### src/rtl/teclado_pkg.sv
// Shared types and constants for the 4x4 keypad scanner.
package teclado_pkg;

  typedef enum logic [1:0] {
    SCAN     = 2'd0,
    DEBOUNCE = 2'd1,
    HOLD     = 2'd2
  } state_t;

  localparam int NUM_COLS = 4;
  localparam int NUM_ROWS = 4;
  localparam logic [3:0] IDLE_ROWS = 4'hF;

  // Lowest-numbered active-low row wins when several rows are pulled down.
  function automatic logic [1:0] low_row(input logic [3:0] rows);
    logic [1:0] idx;
    idx = 2'd0;
    for (int i = NUM_ROWS - 1; i >= 0; i--) begin
      if (!rows[i]) idx = 2'(i);
    end
    return idx;
  endfunction

endpackage

### src/rtl/teclado_sync.sv
// Two-flop, 4-bit synchronizer for the keypad row returns; idles at all-ones.
module teclado_sync
  import teclado_pkg::*;
(
  input  logic       reloj,
  input  logic       reset,
  input  logic [3:0] d,
  output logic [3:0] q
);

  logic [3:0] meta;

  always_ff @(posedge reloj or posedge reset) begin
    if (reset) begin
      meta <= IDLE_ROWS;
      q    <= IDLE_ROWS;
    end else begin
      meta <= d;
      q    <= meta;
    end
  end

endmodule

### src/rtl/teclado_scan.sv
// 4x4 hex keypad scanner with debounce and 32-bit hex entry register.
// Build option TECLADO_SYNC_EN inserts a two-flop synchronizer on filas.
//
// state    | meaning
// SCAN     | stepping columns, waiting for any low row at a sample point
// DEBOUNCE | column frozen, counting confirming samples of the captured row
// HOLD     | key accepted, column frozen, counting idle samples for release
module teclado_scan
  import teclado_pkg::*;
#(
  parameter int SCAN_DIV     = 50000,
  parameter int DEBOUNCE_CNT = 20
) (
  input  logic        reloj,
  input  logic        reset,
  input  logic [3:0]  filas,
  input  logic        borrar,
  output logic [3:0]  columnas,
  output logic [3:0]  tecla,
  output logic        tecla_valida,
  output logic [31:0] valor,
  output logic        ocupado
);

  localparam int DIV_W = (SCAN_DIV > 1) ? $clog2(SCAN_DIV) : 1;
  localparam int DEB_W = $clog2(DEBOUNCE_CNT + 1);
  localparam logic [DIV_W-1:0] DIV_LAST = DIV_W'(SCAN_DIV - 1);
  localparam logic [DEB_W-1:0] DEB_LAST = DEB_W'(DEBOUNCE_CNT);

  logic [3:0] filas_s;

`ifdef TECLADO_SYNC_EN
  teclado_sync u_sync (
    .reloj (reloj),
    .reset (reset),
    .d     (filas),
    .q     (filas_s)
  );
`else
  assign filas_s = filas;
`endif

  state_t           state, state_nxt;
  logic [1:0]       col, col_nxt;
  logic [1:0]       row, row_nxt;
  logic [DIV_W-1:0] div;
  logic [DEB_W-1:0] deb, deb_nxt, deb_inc;
  logic             sample;
  logic             accept;

  assign sample   = (div == DIV_LAST);
  assign deb_inc  = deb + 1'b1;
  assign columnas = ~(4'b0001 << col);

  always_comb begin
    state_nxt = state;
    col_nxt   = col;
    row_nxt   = row;
    deb_nxt   = deb;
    accept    = 1'b0;
    if (sample) begin
      case (state)
        SCAN: begin
          if (filas_s == IDLE_ROWS) begin
            col_nxt = col + 2'd1;
          end else begin
            row_nxt   = low_row(filas_s);
            deb_nxt   = '0;
            state_nxt = DEBOUNCE;
          end
        end
        DEBOUNCE: begin
          if (!filas_s[row]) begin
            if (deb_inc == DEB_LAST) begin
              accept    = 1'b1;
              deb_nxt   = '0;
              state_nxt = HOLD;
            end else begin
              deb_nxt = deb_inc;
            end
          end else begin
            // Bounce: drop the candidate and move on to the next column.
            deb_nxt   = '0;
            col_nxt   = col + 2'd1;
            state_nxt = SCAN;
          end
        end
        HOLD: begin
          if (filas_s == IDLE_ROWS) begin
            if (deb_inc == DEB_LAST) begin
              deb_nxt   = '0;
              col_nxt   = col + 2'd1;
              state_nxt = SCAN;
            end else begin
              deb_nxt = deb_inc;
            end
          end else begin
            deb_nxt = '0;
          end
        end
        default: begin
          deb_nxt   = '0;
          state_nxt = SCAN;
        end
      endcase
    end
  end

  always_ff @(posedge reloj or posedge reset) begin
    if (reset) begin
      state        <= SCAN;
      col          <= 2'd0;
      row          <= 2'd0;
      div          <= '0;
      deb          <= '0;
      tecla        <= 4'd0;
      tecla_valida <= 1'b0;
      valor        <= 32'd0;
      ocupado      <= 1'b0;
    end else begin
      state        <= state_nxt;
      col          <= col_nxt;
      row          <= row_nxt;
      deb          <= deb_nxt;
      div          <= sample ? '0 : div + 1'b1;
      tecla_valida <= accept;
      ocupado      <= (state_nxt != SCAN);
      if (accept) tecla <= {row, col};
      // Clear wins over a coincident accept; the digit is dropped from valor.
      if (borrar)      valor <= 32'd0;
      else if (accept) valor <= {valor[27:0], row, col};
    end
  end

endmodule
### config.mk
export PLATFORM = sky130hd
export DESIGN_NAME = teclado_scan
export DESIGN_NICKNAME = d
export VERILOG_FILES = /design/src/rtl/teclado_pkg.sv /design/src/rtl/teclado_sync.sv /design/src/rtl/teclado_scan.sv
export SDC_FILE = /design/constraint.sdc
export NUM_CORES = 1
export LEC_CHECK = 0
export CAP_MARGIN = 20
export CORE_AREA = 2 2 85 87
export CTS_BUF_LIST = sky130_fd_sc_hd__clkbuf_2 sky130_fd_sc_hd__clkbuf_4 sky130_fd_sc_hd__clkbuf_8
export CTS_CLUSTER_DIAMETER = 150
export DETAILED_ROUTE_END_ITERATION = 8
export DIE_AREA = 0 0 87 89
export DONT_BUFFER_PORTS = 1
export GPL_ROUTABILITY_DRIVEN = 0
export PLACE_DENSITY_LB_ADDON = 0.1
export SLEW_MARGIN = 20
export SYNTH_ARGS = -nofsm -noshare
export SYNTH_HDL_FRONTEND = slang
export SYNTH_SLANG_ARGS = --single-unit
### constraint.sdc
create_clock -name reloj -period 3.9 [get_ports reloj]
set_input_delay 0.39 -clock reloj [delete_from_list [all_inputs] [get_ports reloj]]
set_output_delay 0.39 -clock reloj [all_outputs]
set_load 0.01 [all_outputs]
Yosys cells after proc, flatten, opt, wreduce, memory -nomap -nowiden:

Cells that the tools add are included.

* word-level logic and storage cells: 63
* input port bits: 7
* register bits: 65

* reductions and logical operators: 7
* $lt $le $gt $ge: 1
* bitwise logic cells: 2
* mux-type cells: 30
* eq/ne operators: 10
* shift-type cells: 1
* add/subtract/negate cells: 3

Operator list (number)
* $mux W32: 2
* $mux W2: 14
* $mux W5: 4
* $add A16 B1 Y16 const B: 1
* $eq A16 B16 Y1 const B: 1
* $mux W16: 1
* $pmux W5 S3: 1
* $pmux W2 S3: 2
* $ne A2 B2 Y1 const B: 5
* $reduce_and A6 Y1: 1
* $add A5 B1 Y5 const B: 1
* $eq A5 B5 Y1 const B: 1
* $mux W1: 5
* $eq A4 B4 Y1 const B: 1
* $not A4 Y4: 1
* $reduce_bool A2 Y1: 2
* $shl A1 B2 Y4 const A: 1
* $lt A2 B3 Y1 const B: 1
* $reduce_and A3 Y1: 1
* $reduce_bool A3 Y1: 1
* $add A2 B1 Y2 const B: 1
* $bmux W1 S2: 1
* $eq A2 B1 Y1 const B: 1
* $eq A2 B2 Y1 const B: 1
* other kinds (3): 3

Logic depth before layout (Yosys ltp):

* depth in word-level cells: 8
* depth in mapped cells: 9
* gate-level depth less buffers: 6

Least setup slack after synthesis:

Ideal clock, no wire load.

* path type: register to register
* start point: register div[0]
* end point: register ocupado
* clock period less this slack: 1819 ps
* arrival time: 1688 ps
* slack: 2081 ps
* cell stages (with the launch flop): 10
* path through: dfrtp_1 ha_1 and3_1 and4_1 buf_2 and3b_1 buf_4 buf_6 nand2_1 nand3b_1

* longest elaborated chain between the ends: 3

RTL lines
* from (decl): line teclado_scan.sv:46 `logic [DIV_W-1:0] div;`
* from (signal assigned): line teclado_scan.sv:125 `div <= sample ? '0 : div + 1'b1;`
* $eq A16 B16 Y1: line teclado_scan.sv:51 `assign sample = (div == DIV_LAST);`
* $mux W2: line teclado_scan.sv:61 `if (sample) begin`
* $reduce_bool A2 Y1: line teclado_scan.sv:127 `ocupado <= (state_nxt != SCAN);`
* to (signal assigned): line teclado_scan.sv:127
* to (decl): line teclado_scan.sv:22 `output logic ocupado`

No other way between the ends.
A chain may end at the register's enable or synchronous reset.

Final worst setup path:

* start point: register row[0]
* end point: register valor[20]

* longest elaborated chain between the ends: 6

RTL lines
* from (decl): line teclado_scan.sv:45 `logic [1:0] row, row_nxt;`
* from (signal assigned): line teclado_scan.sv:123 `row <= row_nxt;`
* $bmux W1 S2: line teclado_scan.sv:73 `if (!filas_s[row]) begin`
* $mux W1 (implied by the code): line teclado_scan.sv:73
* $mux W1: line teclado_scan.sv:73
* $mux W1: line teclado_scan.sv:62 `case (state)`
* $mux W1: line teclado_scan.sv:61
* $reduce_bool A2 Y1 (no line)
* to (signal assigned): line teclado_scan.sv:131 `else if (accept) valor <= {valor[27:0], row, col};`
* to (decl): line teclado_scan.sv:21 `output logic [31:0] valor,`

No other way between the ends. The select of a mux whose other input is x is not followed.

==> qor.txt <==
GRT Util Overall: 16.5%
Ys Warns: 0
Sequential-to-total area share from yosys stat: 54.5%
Multi-input logic area: 1220 µm²
Clock Latency Late Sink: 350 ps
Synth top area cells: dfrtp_1 (55%), nand2_1 (12%), a21oi_1 (5.7%)
Root buf cell: clkbuf_8
Type of the worst min-delay path: in -> reg
Initial antenna violation count: 0
Crit path from: row[0]$_DFFE_PP0P_
Port bufs: 0
WL/cell: 14.7 µm
Worst-path clk slew: 80 ps
Pre-antenna DRT Iters: 4
Slowest cell on the critical path: nand3b_2
Endpoints failing setup: 0
Number of global-route vias before repair: 2084
Predominant post-synthesis flop cell: dfrtp_1
Vias/cell: 5.29
Max Clk Rate: 0.444 GHz
Critical-path cell list: mux4_2, nand2b_4, nand3b_2, nand2_1, a21oi_1
Total CTS buffers: 9
First-pass GRT wire length: 9840 µm
Max VDD drop: 0.000185 V
Antenna diode instance count: 0
Share of cells above drive strength 1: 9.38%
Cell count along the critical path: 5
Die Ht: 89 µm
Syn Std Cell Area: 2980 µm²
Nets: 332
Starting density of the core: 44.4%
Synth top area share: 54.5%
Reg2reg end: valor[20]$_DFFE_PP0P_
Reg2Reg Launch Point: row[0]$_DFFE_PP0P_
Filler cells: 620
EDFF count, synth: 0
Final hold viol count: 0
Post-Route Setup TNS: 0 ps
Critical Path Start Type: flip-flop
Asr flop ratio synth: 100%
Crit path arrival time: 2480 ps
Max Cap Viol: 0
Area growth syn-to-layout: 10.2%
Slew Limit Fails: 0
RSZ-0062 raised after global routing: no
Critical Path End Type: flip-flop
P_leak: 1.51 nW
Normalized max-slew margin: 49.9%
Cell taking the most area after synthesis: dfrtp_1
Worst r2r path cells: 5
Drt drc: 0
Synthesized flop and latch total: 65
Final core utilization: 48.9%
Clk_skew: 12.6 ps
Rows: 30
Total wire length: 5890 µm
Cells after synthesis: 311
Clock H-tree levels: 3
Drt initial violations: 105
P per Cell Area: 408 nW/µm²
Critical path class: reg -> reg
R2R Setup Slk: 1650 ps
Worst Path Buf+Inv: 0
Reg area: 1630 µm²
CP max FO: 36
Mapped Avg Cell Area: 9.60 µm²
Max clock buf depth: 2
Gr ovfl total: 0
Die area: 7740 µm²
Worst endpoint required time: 4130 ps
Run status: finished clean
Ports: 49
Total core area: 6720 µm²
CTS tree: built
Sinks on Clock Net: 65
Worst-margin pin slew: 748 ps
CP top delay family: simple AND/OR/NAND/NOR gates
Minimum clock period: 2250 ps
Synth cell types: 39
Syn nets: 328
Post-DP HPWL: 3980 µm
Largest net degree at the start of global routing: 37
Vias: 2115
Post-cts gate resize count: 0
Largest stage delay, worst path: 690 ps
Period utilization: 57.8%
Final ANT Viol Nets: 0
CP endpoint: valor[20]$_DFFE_PP0P_
Die Span X: 87 µm
## cells by family (layout without fill, tap and decap cells)
group / count (synthesis) / in the layout / synth area share [%]
adders and majority gates: 10 / 10 / 4.19
muxes: 3 / 3 / 1.47
AOI/OAI and AO/OA: 53 / 53 / 9.69
DFF: 65 / 65 / 54.5
and+or+nand+nor: 137 / 137 / 21.0
buffers and inverters: 27 / 36 / 4.44
xor gates and xnor gates: 16 / 16 / 4.70
## cell usage after synthesis (2+ instances only)
cell type   n
clkbuf_1    3
a31oi_1     2
xor2_1      5
a21oi_1    34
nand2_1    95
o21ai_0    10
and4bb_2    3
nand3b_1    2
nor2_1     13
and4_1      2
inv_1      15
and3_1      3
nor3_1      2
nand4_1     3
nand3_1     7
buf_2       4
xnor2_1    11
ha_1       10
dfrtp_1    65
buf_6       3
## what timing repair did
action	CTS	global route
endpoints found under the setup margin	0	0
hold buffers	1	0
setup buffers	0	0
hold endpoints to repair	18	0
## worst reg2reg max path, cell delays in order (launching register included)
cell and delay, ps:
dfrtp_1 410, mux4_2 510, nand2b_4 180, nand3b_2 690, nand2_1 260, a21oi_1 80
## cell type report
type / instances / share of cell area [%]
Clock buffer: 10 / 4.19
Clock inverter: 6 / 2.74
Inverter: 15 / 1.71
Multi-Input combinational cell: 219 / 37.3
Sequential cell: 65 / 49.5
Tap cell: 80 / 3.04
Timing Repair Buffer: 5 / 1.60
## routing by layer
metal | wire (µm) | GRT usage, %
met3 | 459 | 6.56
met2 | 2590 | 25.7
met5 | 0 | 0
met4 | 116 | 7.24
met1 | 2730 | 20.2
## stage by stage
stage	setup WS (ps)	cells	hold WS [ps]	power, mW	cell area (µm²)
after floorplan	1880	311	453	0.703	2980
after global placement	1670	382	456	0.705	3030
after global routing	1450	400	72.3	1.39	3290
after CTS	1600	400	82.8	1.36	3290
final	1650	400	92.2	1.34	3290
after detailed placement	1620	383	300	0.707	3050
## flip-flops by register name, indices dropped and copies added, names as in the netlist
signal        count
valor            32
div              16
deb               5
tecla             4
col               2
row               2
state             2
ocupado           1
tecla_valida      1
## worst min-delay path by stage
stage | slack [ps] | depth (start not counted) | endpoint | start
6_report | 90 | 1 | valor[19]$_DFFE_PP0P_ | borrar
5_1_grt | 70 | 1 | valor[19]$_DFFE_PP0P_ | borrar
4_1_cts | 80 | 1 | valor[26]$_DFFE_PP0P_ | borrar
3_5_place_dp | 300 | 1 | div[7]$_DFF_PP0_ | reset
3_3_place_gp | 460 | 1 | valor[15]$_DFFE_PP0P_ | borrar
2_1_floorplan | 450 | 1 | valor[8]$_DFFE_PP0P_ | borrar
## cell usage in the layout, fill, tap and decap left out, types with 5 or more instances in the layout
cell type,count
nand3_1,7
o21ai_0,10
xor2_1,5
xnor2_1,11
inv_1,14
nor2_1,13
clkbuf_8,10
ha_1,10
dfrtp_1,65
nand2_1,95
a21oi_1,34
## power breakdown
group          leakage [nW]  internal (mW)  total, mW  switching (mW)
clock network         0.113          0.379      0.647           0.268
logic                 0.505        0.00567     0.0203          0.0146
registers             0.889          0.674      0.674    0.0000000200
total                  1.51           1.06       1.34           0.282
Power figures use the tool's default switching activity.
